$ cat src/rtl/vga_pkg.sv
// Shared types and constants for the VGA write bridge and its request FIFO.
package vga_pkg;

    localparam int          PIX_AW_DEF     = 14;
    localparam logic [31:0] CTRL_ADDR_DEF  = 32'h0000_8000;
    localparam int          FILL_START_BIT = 31;

    typedef enum logic {
        IDLE = 1'b0,
        FILL = 1'b1
    } state_t;

    typedef struct packed {
        logic [3:0]  we;
        logic [31:0] addr;
        logic [31:0] data;
    } wr_req_t;

endpackage

$ cat src/rtl/vga_req_fifo.sv
// Small synchronous FIFO of CPU write requests; power-of-two depth, wrapping pointers.
module vga_req_fifo
    import vga_pkg::*;
#(
    parameter int DEPTH = 4
) (
    input  logic    clk,
    input  logic    rst,
    input  logic    i_push,
    input  wr_req_t i_data,
    input  logic    i_pop,
    output wr_req_t o_data,
    output logic    o_full,
    output logic    o_empty
);

    localparam int AW = $clog2(DEPTH);

    wr_req_t        r_mem [DEPTH];
    logic [AW-1:0]  r_wptr;
    logic [AW-1:0]  r_rptr;
    logic [AW:0]    r_count;
    logic           w_do_push;
    logic           w_do_pop;

    assign o_full    = (r_count == (AW+1)'(DEPTH));
    assign o_empty   = (r_count == '0);
    assign w_do_push = i_push && !o_full;
    assign w_do_pop  = i_pop && !o_empty;
    assign o_data    = r_mem[r_rptr];

    // Storage carries no reset; only pointers and count define validity.
    always_ff @(posedge clk) begin
        if (w_do_push) begin
            r_mem[r_wptr] <= i_data;
        end
    end

    always_ff @(posedge clk or negedge rst) begin
        if (!rst) begin
            r_wptr  <= '0;
            r_rptr  <= '0;
            r_count <= '0;
        end else begin
            if (w_do_push) begin
                r_wptr <= r_wptr + AW'(1);
            end
            if (w_do_pop) begin
                r_rptr <= r_rptr + AW'(1);
            end
            case ({w_do_push, w_do_pop})
                2'b10:   r_count <= r_count + (AW+1)'(1);
                2'b01:   r_count <= r_count - (AW+1)'(1);
                default: r_count <= r_count;
            endcase
        end
    end

endmodule

$ cat src/rtl/vga_write_bridge.sv
// CPU-to-VGA write bridge: buffers stores, replays them as one-cycle writes,
// and runs a hardware clear-screen fill triggered by a control-register write.
module vga_write_bridge
    import vga_pkg::*;
#(
    parameter int          FIFO_DEPTH = 4,
    parameter int          PIX_AW     = PIX_AW_DEF,
    parameter logic [31:0] CTRL_ADDR  = CTRL_ADDR_DEF
) (
    input  logic        clk,
    input  logic        rst,
    input  logic        req_valid,
    output logic        req_ready,
    input  logic [3:0]  req_we,
    input  logic [31:0] req_addr,
    input  logic [31:0] req_wdata,
    output logic [3:0]  vga_we,
    output logic [31:0] vga_addr,
    output logic [31:0] vga_data,
    output logic        busy,
    output logic        fill_done
);

    localparam logic [PIX_AW-1:0] LAST_IDX = '1;

    wr_req_t            w_in;
    wr_req_t            w_head;
    logic               w_full;
    logic               w_empty;
    logic               w_push;
    logic               w_pop;

    state_t             r_state;
    state_t             w_state_nxt;
    logic [PIX_AW-1:0]  r_idx;
    logic [PIX_AW-1:0]  w_idx_nxt;
    logic [11:0]        r_colour;
    logic [11:0]        w_colour_nxt;
    logic [3:0]         r_vga_we;
    logic [3:0]         w_we_nxt;
    logic [31:0]        r_vga_addr;
    logic [31:0]        w_addr_nxt;
    logic [31:0]        r_vga_data;
    logic [31:0]        w_data_nxt;
    logic               r_done;
    logic               w_done_nxt;

    assign w_in      = '{we: req_we, addr: req_addr, data: req_wdata};
    assign req_ready = !w_full;
    assign w_push    = req_valid && !w_full;
    assign busy      = (r_state == FILL) || !w_empty;
    assign vga_we    = r_vga_we;
    assign vga_addr  = r_vga_addr;
    assign vga_data  = r_vga_data;
    assign fill_done = r_done;

    vga_req_fifo #(
        .DEPTH (FIFO_DEPTH)
    ) u_fifo (
        .clk     (clk),
        .rst     (rst),
        .i_push  (w_push),
        .i_data  (w_in),
        .i_pop   (w_pop),
        .o_data  (w_head),
        .o_full  (w_full),
        .o_empty (w_empty)
    );

    always_comb begin
        w_state_nxt  = r_state;
        w_idx_nxt    = r_idx;
        w_colour_nxt = r_colour;
        w_we_nxt     = 4'b0000;
        w_addr_nxt   = 32'h0;
        w_data_nxt   = 32'h0;
        w_done_nxt   = 1'b0;
        w_pop        = 1'b0;
        case (r_state)
            IDLE: begin
                if (!w_empty) begin
                    w_pop = 1'b1;
                    // Zero-enable entries are dropped before any address decode.
                    if (w_head.we != 4'b0000) begin
                        if (w_head.addr == CTRL_ADDR) begin
                            w_colour_nxt = w_head.data[11:0];
                            if (w_head.data[FILL_START_BIT]) begin
                                w_state_nxt = FILL;
                                w_idx_nxt   = '0;
                            end
                        end else begin
                            w_we_nxt   = w_head.we;
                            w_addr_nxt = w_head.addr;
                            w_data_nxt = w_head.data;
                        end
                    end
                end
            end
            FILL: begin
                w_we_nxt   = 4'b0011;
                w_addr_nxt = 32'({r_idx, 1'b0});
                w_data_nxt = {20'h0, r_colour};
                w_idx_nxt  = r_idx + PIX_AW'(1);
                if (r_idx == LAST_IDX) begin
                    w_done_nxt  = 1'b1;
                    w_state_nxt = IDLE;
                end
            end
            default: w_state_nxt = IDLE;
        endcase
    end

    always_ff @(posedge clk or negedge rst) begin
        if (!rst) begin
            r_state    <= IDLE;
            r_idx      <= '0;
            r_colour   <= 12'h000;
            r_vga_we   <= 4'b0000;
            r_vga_addr <= 32'h0;
            r_vga_data <= 32'h0;
            r_done     <= 1'b0;
        end else begin
            r_state    <= w_state_nxt;
            r_idx      <= w_idx_nxt;
            r_colour   <= w_colour_nxt;
            r_vga_we   <= w_we_nxt;
            r_vga_addr <= w_addr_nxt;
            r_vga_data <= w_data_nxt;
            r_done     <= w_done_nxt;
        end
    end

endmodule

$ cat config.mk
export PLATFORM = sky130hd
export DESIGN_NAME = vga_write_bridge
export DESIGN_NICKNAME = d
export VERILOG_FILES = /design/src/rtl/vga_pkg.sv /design/src/rtl/vga_req_fifo.sv /design/src/rtl/vga_write_bridge.sv
export SDC_FILE = /design/constraint.sdc
export NUM_CORES = 1
export LEC_CHECK = 0
export ABC_AREA = 0
export ABC_CLOCK_PERIOD_IN_PS = 3920
export CORE_ASPECT_RATIO = 0.75
export CORE_UTILIZATION = 32
export CTS_CLUSTER_SIZE = 14
export DETAILED_ROUTE_END_ITERATION = 10
export PLACE_DENSITY = 0.58
export SLEW_MARGIN = 20
export SYNTH_ARGS = -nofsm -noshare
export SYNTH_HDL_FRONTEND = slang
export SYNTH_SLANG_ARGS = --single-unit
$ cat constraint.sdc
create_clock -name clk -period 3.92 [get_ports clk]
set_input_delay 0.392 -clock clk [delete_from_list [all_inputs] [get_ports clk]]
set_output_delay 0.392 -clock clk [all_outputs]
set_load 0.02 [all_outputs]
==> results.md, run 1 <==
* H-tree levels at 2
* Final Critical Period at 3590 ps
* Post_cts resized at 0
* Core footprint at 42,450 um2
* Hold WC Path Type: in -> reg
* Worst Path Arrival at approximately 4000 ps
* Flop pwr share at 42.2%
* Yosys Warn Count at 0
* HPWL Detailed at 18.86 mm
* Final net count at around 920
* CP Cell Sequence: buf_4 > mux4_2 > nor4_1 > nand2_1 > or4_4 > nor3_4 > buf_4 > mux2_2
* Post-Syn Area per Cell at about 21 um2
* Final Wtd Congestion at 0.7547
* PortBufs at 141
* Latest clock arrival within the worst-skew pair at ~540 ps
* VDD IR max at roughly 0.41 mV
* Rows at 65
* Number of synthesized register bits at 375
* Clock share of power at ~27%
* Part of the power in combinational logic at a little under a third
* DR vias/cell at 4.747
* WS Path Type: reg -> reg
* Crit path max fanout at 16
* Number of endpoints failing setup at the final stage at 0
* TNS Setup at 0 ps
* Yosys cell types at 43
* Post-synthesis sequential area ratio at slightly below 80%
* Avg WL per Cell at around 21 um
* Unrepaired setup endpoints after global routing: false
* Clock root cell: clkbuf_16
* CTS Sinks at ~380
* Cell area after synthesis at 13,910 um2
* Sw Ratio at about 30%
* IO Pins at between 100 and 150
* Clock-pin slew on the worst setup and hold paths at 60 ps
* Total grt overflow at 0
* Syn_nets at 752
* Status: finished, final reports clean
* Share of post-route cells with drive strength above 1 at around a fifth
* Pin count of the biggest net entering global routing at 69
* Routed Antenna Nets at 0
* Max cap viols at 0
* Setup crit end kind: flip-flop
* Post-route clock period utilization at about nine tenths
* Tightest Pin Transition at just under 800 ps
* NetSw at 3.998 mW
* Area Growth Syn to Fin at 24.97%
* First-pass DRT Iterations at 5
* GRT Overall Usage at 13.89%
* Max clock buf depth at 3
* Initial antenna violation count at 4
* Fmax at about 0.28 GHz
* Kind of cell adding the most delay to the critical path: simple AND/OR/NAND/NOR gates
* Final hold vios at 0
* Cell-internal power at ~9.4 mW
* First-pass GRT wire length at roughly 46 mm
* Drt first-iter violations at ~590
* CP dominant cell by count: buf_4
* Rel. slew slack at 46.96%
* TritonCTS clock tree: yes
* Total Power at between 10 and 15 mW
* Vias at 6,873
* Chip Width at around 240 um
* Bufs and invs on worst path at 2
* PwrDens at about 770 nW/um2
* Startpoint types: flip-flop
* Setup bufs post-CTS at 0
* Cells after Synth at between 600 and 700
* Die Ht at approximately 180 um
* Number of global-route vias before repair at between 7,000 and 8,000
* Worst Skew at just over 20 ps
* Final instance area at ~17,000 um2
* Initial Utilization at approximately 33%
* Die area at between 40,000 and 50,000 um2
* Final Slew Violations at 0
* Biggest cell delay along the critical path at roughly 600 ps
* Post-route DRC at 0
* WL final at between 30 and 40 mm
* Critical Path Slowest Stage Cell: dfrtp_4
* Post-Place Cell Area at about 16,000 um2
* CTS Buf Count at 39
* Crit path required time at 4330 ps
* Leak Pwr at 6.166 nW
==> per-stage QoR <==
stage | utilization, % | setup WS, ps | cells | hold slack, ps
after global routing | 40.93 | 159.3 | 1446 | 489.4
final | 40.95 | 330.0 | 1448 | 496.7
after detailed placement | 37.97 | 283.7 | 1373 | 491.1
after global placement | 37.97 | 326.0 | 1373 | 484.3
after floorplan | - | 643.0 | 674 | 96.41
after CTS | 40.93 | 267.6 | 1446 | 466.5
==> cell usage in the layout (no fill, tap or decap), types with 4 or more instances in the layout <==
master	count
mux2_2	6
xor2_1	6
a21oi_1	6
clkinv_2	4
clkdlybuf4s50_1	140
clkbuf_8	4
inv_1	9
and2_1	40
nand3_1	7
nand3b_1	5
mux4_1	5
mux4_2	63
mux2_4	6
inv_6	4
ha_1	6
nor2_1	5
and3_1	7
edfxtp_1	272
buf_4	15
xnor2_1	7
o21ai_0	6
clkbuf_1	15
nand2_1	13
nor2b_1	5
buf_12	6
dfrtp_1	100
nor4_1	9
and3_4	4
clkbuf_16	39
a22o_1	27
==> worst register-to-register path, stage by stage, from the launching register on <==
cell and delay, ps:
dfrtp_4 600, buf_4 360, mux4_2 560, nor4_1 420, nand2_1 130, or4_4 530
nor3_4 190, buf_4 300, mux2_2 390
==> sequential cells by signal (all words and copies together) (netlist names) <==
signal,count
fill_done,1
r_colour,12
r_idx,14
r_state,1
u_fifo.r_count,3
u_fifo.r_mem,272
u_fifo.r_rptr,2
u_fifo.r_wptr,2
vga_addr,32
vga_data,32
vga_we,4
==> cells by family after synthesis <==
| logic type | share of synthesized area (%) |
|---|---|
| simple gates | 4.795 |
| flops | 77.25 |
| xor+xnor | 0.8186 |
| buf+inv | 1.457 |
| compound gates | 2.645 |
| mux | 12.35 |
| fa+ha+maj | 0.6836 |
==> repair_timing <==
item,CTS,global route
endpoints found under the setup margin,0,0
endpoints found under the hold margin,53,0
hold buffers,1,0
==> cell type report <==
type / instances / area (um2)
clock inverters: 14 / 160.2
multi-input cells: 259 / 2987
well taps: 569 / 711.9
fillers: 3802 / 25070
flip-flops and latches: 375 / 10750
clock buffers: 58 / 1087
diodes: 2 / 5.005
inverters: 9 / 33.78
repair buffers: 162 / 1644
==> per-layer routing <==
layer / up-vias / routed length (um) / global-route usage, %
met1: 3627 / 14730 / 20.50
met3: 48 / 1649 / 3.235
met2: 172 / 13470 / 20.63
met4: 2 / 522 / 3.522
met5: - / 12 / 0
li1: 3024 / - / -
==> power groups by stage <==
stage	Sequential (mW)	Combinational [mW]	Clock [mW]
after floorplan	6.04	2.13	0
after global routing	5.74	4.46	3.88
after detailed placement	5.75	4.23	0
final	5.65	4.14	3.62
after CTS	5.68	4.25	3.73
after global placement	5.74	4.22	0
==> cells in the mapped netlist (all sizes together) <==
library cell  count  area share [%]
fa                1            0.14
o21ai             6            0.22
a22o             27             1.7
nor4              9            0.40
mux2i             1           0.072
nand2            13            0.35
or3b              2            0.13
a31oi             3            0.13
nor2              5            0.13
or2               1           0.045
edfxtp          272              59
nor2b             5            0.22
a21o              3            0.16
clkbuf           20            0.54
nor3              4            0.22
and2             40             1.8
mux2             12             1.1
ha                6            0.54
or4               1           0.081
nand2b            1           0.045
inv               9            0.24
o31ai             1           0.054
nand3b            5            0.27
and4              3            0.19
mux4             68              11
buf              11            0.67
a21oi             6            0.22
nor4b             1            0.11
xor2              6            0.38
and3             11            0.49
dfrtp           103              19
xnor2             7            0.44
nand4             1           0.045
nand3             7            0.25
o211ai            3            0.16
==> path summary, 6_finish.rpt <==
kind / from / end / slack [ps] / cells past startpoint
worst min-delay path: req_addr[16] / u_fifo.r_mem[1][48] / 500 / 1
worst max register to register: u_fifo.r_rptr[0] / r_colour[3] / 330 / 8
min in group asynchronous: rst / vga_addr[1] / 510 / 2
worst max-delay path: u_fifo.r_rptr[0] / r_colour[3] / 330 / 8
worst min register to register: u_fifo.r_count[0] / u_fifo.r_count[0] / 500 / 1
max in group asynchronous: rst / vga_data[27] / 2530 / 3
Note: power is estimated with default switching activity, not from simulation.
==> run 2, diff against run 1 <==
- CORE_UTILIZATION: 32 -> 35
- PLACE_DENSITY: 0.58 -> 0.62
==> results.md, run 2 (synthesis results as in run 1) <==
* Post-Place Cell Area at 16,040 um2
* Post-route clock period utilization at ~93%
* Total grt overflow at 0
* CTS Buf Count at 39
* Post-route DRC at 0
* Routed Antenna Nets at 0
* Die area at 40,550 um2
* Worst Skew at 16.44 ps
* Drt first-iter violations at about 530
* Rows at 62
* Cell-internal power at about 9.5 mW
* Sw Ratio at between 20% and 30%
* WL final at between 20 and 30 mm
* Unrepaired setup endpoints after global routing: false
* Rel. slew slack at between 30% and 40%
* Die Ht at ~170 um
* Clock share of power at about 28%
* Tightest Pin Transition at approximately 950 ps
* HPWL Detailed at between 15 and 20 mm
* WHS at -41.66 ps
* PwrDens at ~780 nW/um2
* Final Critical Period at 3630 ps
* GRT Overall Usage at 14.78%
* Initial antenna violation count at 3
* Max clock buf depth at 3
* Inst Count DP at between 1,000 and 1,500
* Initial Utilization at 35.93%
* CP startpoint: u_fifo.r_rptr[0]
* Crit path required time at ~4300 ps
* Worst Path Arrival at approximately 4000 ps
* Share of post-route cells with drive strength above 1 at between 15 and 20%
* Clock-pin slew on the worst setup and hold paths at ~60 ps
* Post_cts resized at 0
* Max cap viols at 0
* Startpoint types: flip-flop
* Latest clock arrival within the worst-skew pair at 540 ps
* Most frequent cells in the layout: edfxtp_1 (272), clkdlybuf4s50_1 (140), dfrtp_1 (100)
* First-pass DRT Iterations at 4
* Util after Layout at between 40% and 50%
* Flop pwr share at a little over two fifths
* Fmax at between 0.2 and 0.3 GHz
* Clock root cell: clkbuf_16
* IO Pins at around 140
* Final instance area at 17,360 um2
* Hold WC Path Type: in -> async
* Final Slew Violations at 0
* Non-Filler Instances at 1,388
* Worst R2R Start: u_fifo.r_rptr[0]
* Part of the power in combinational logic at approximately 30%
* Setup bufs post-CTS at 0
* Final net count at 922
* Failing checks: hold timing
* Avg WL per Cell at around 21 um
* Total Power at 13.51 mW
* Final hold vios at 29
* DR vias/cell at ~4.9
* Max FFs per register at roughly 270
* Vias at 6,818
* Commonest non-fill, non-tap cell in the layout: edfxtp_1
* VDD IR max at 0.3378 mV
* NetSw at roughly 4 mW
* Chip Width at 232.2 um
* Leak Pwr at a little over 6 nW
* H-tree levels at 2
* CTS Sinks at approximately 380
* Hold buffer count at CTS at 0
* Crit path max fanout at 27
* First-pass GRT wire length at around 45 mm
* Number of global-route vias before repair at just over 7,000
* Status: complete, but fails checks
* Number of endpoints failing setup at the final stage at 0
* Top reg by flops: u_fifo.r_mem
* Flop2flop setup slack at just under 300 ps
* Core footprint at roughly 39,000 um2
* Final Wtd Congestion at 0.7650
* TritonCTS clock tree: yes
* Pin count of the biggest net entering global routing at 69
* Setup crit end kind: flip-flop
* WS Path Type: reg -> reg
* Area Growth Syn to Fin at 24.78%
* PortBufs at around 140
* TNS Setup at 0 ps
==> run 2: final cells by class <==
cell class                      count  area (um2)
Antenna cell                        2       5.005
Clock buffer                       51        1102
Clock inverter                     20       207.7
Fill cell                        3277       21350
Inverter                            9       33.78
Multi-Input combinational cell    259        2987
Sequential cell                   375       10750
Tap cell                          512       640.6
Timing Repair Buffer              160        1627
==> run 2: power by group through the flow <==
stage	clock network, mW	logic, mW	registers, mW
floorplan	0	2.13	6.04
global placement	0	4.16	5.78
detailed placement	0	4.17	5.78
CTS	3.81	4.20	5.71
global route	3.94	4.40	5.79
finish	3.72	4.10	5.69
==> run 2: critical path, stage by stage, from the launching register on <==
cell	delay, ps
dfrtp_4	720
buf_12	310
mux4_2	580
nor4_1	310
nand2_1	130
or4_4	580
nor3_4	190
buf_4	300
mux2_2	370
==> run 2: path summary, 6_finish.rpt <==
path | to | cells past startpoint
max reg2reg | r_colour[3] | 8
min reg2reg | r_colour[4] | 1
min | vga_addr[2] | 1
max | r_colour[3] | 8
min in group clk | u_fifo.r_mem[1][51] | 1
max in group asynchronous | u_fifo.r_rptr[1] | 2
==> run 2: per-layer routing <==
layer / vias to the layer above / GRT usage, % / part of all wire (%)
met2: 188 / 22.22 / 46
met3: 41 / 3.427 / 5.7
met1: 3567 / 21.81 / 47
met5: - / 0 / 0.058
li1: 3020 / - / -
met4: 2 / 3.317 / 1.4
==> run 2: metrics by stage <==
stage               hold slack, ps  worst slack (ps)
finish                      -41.66             290.2
global placement             485.9             310.7
detailed placement           492.3             262.5
floorplan                    96.41             643.0
global route                 39.89             73.77
CTS                          3.905             254.9
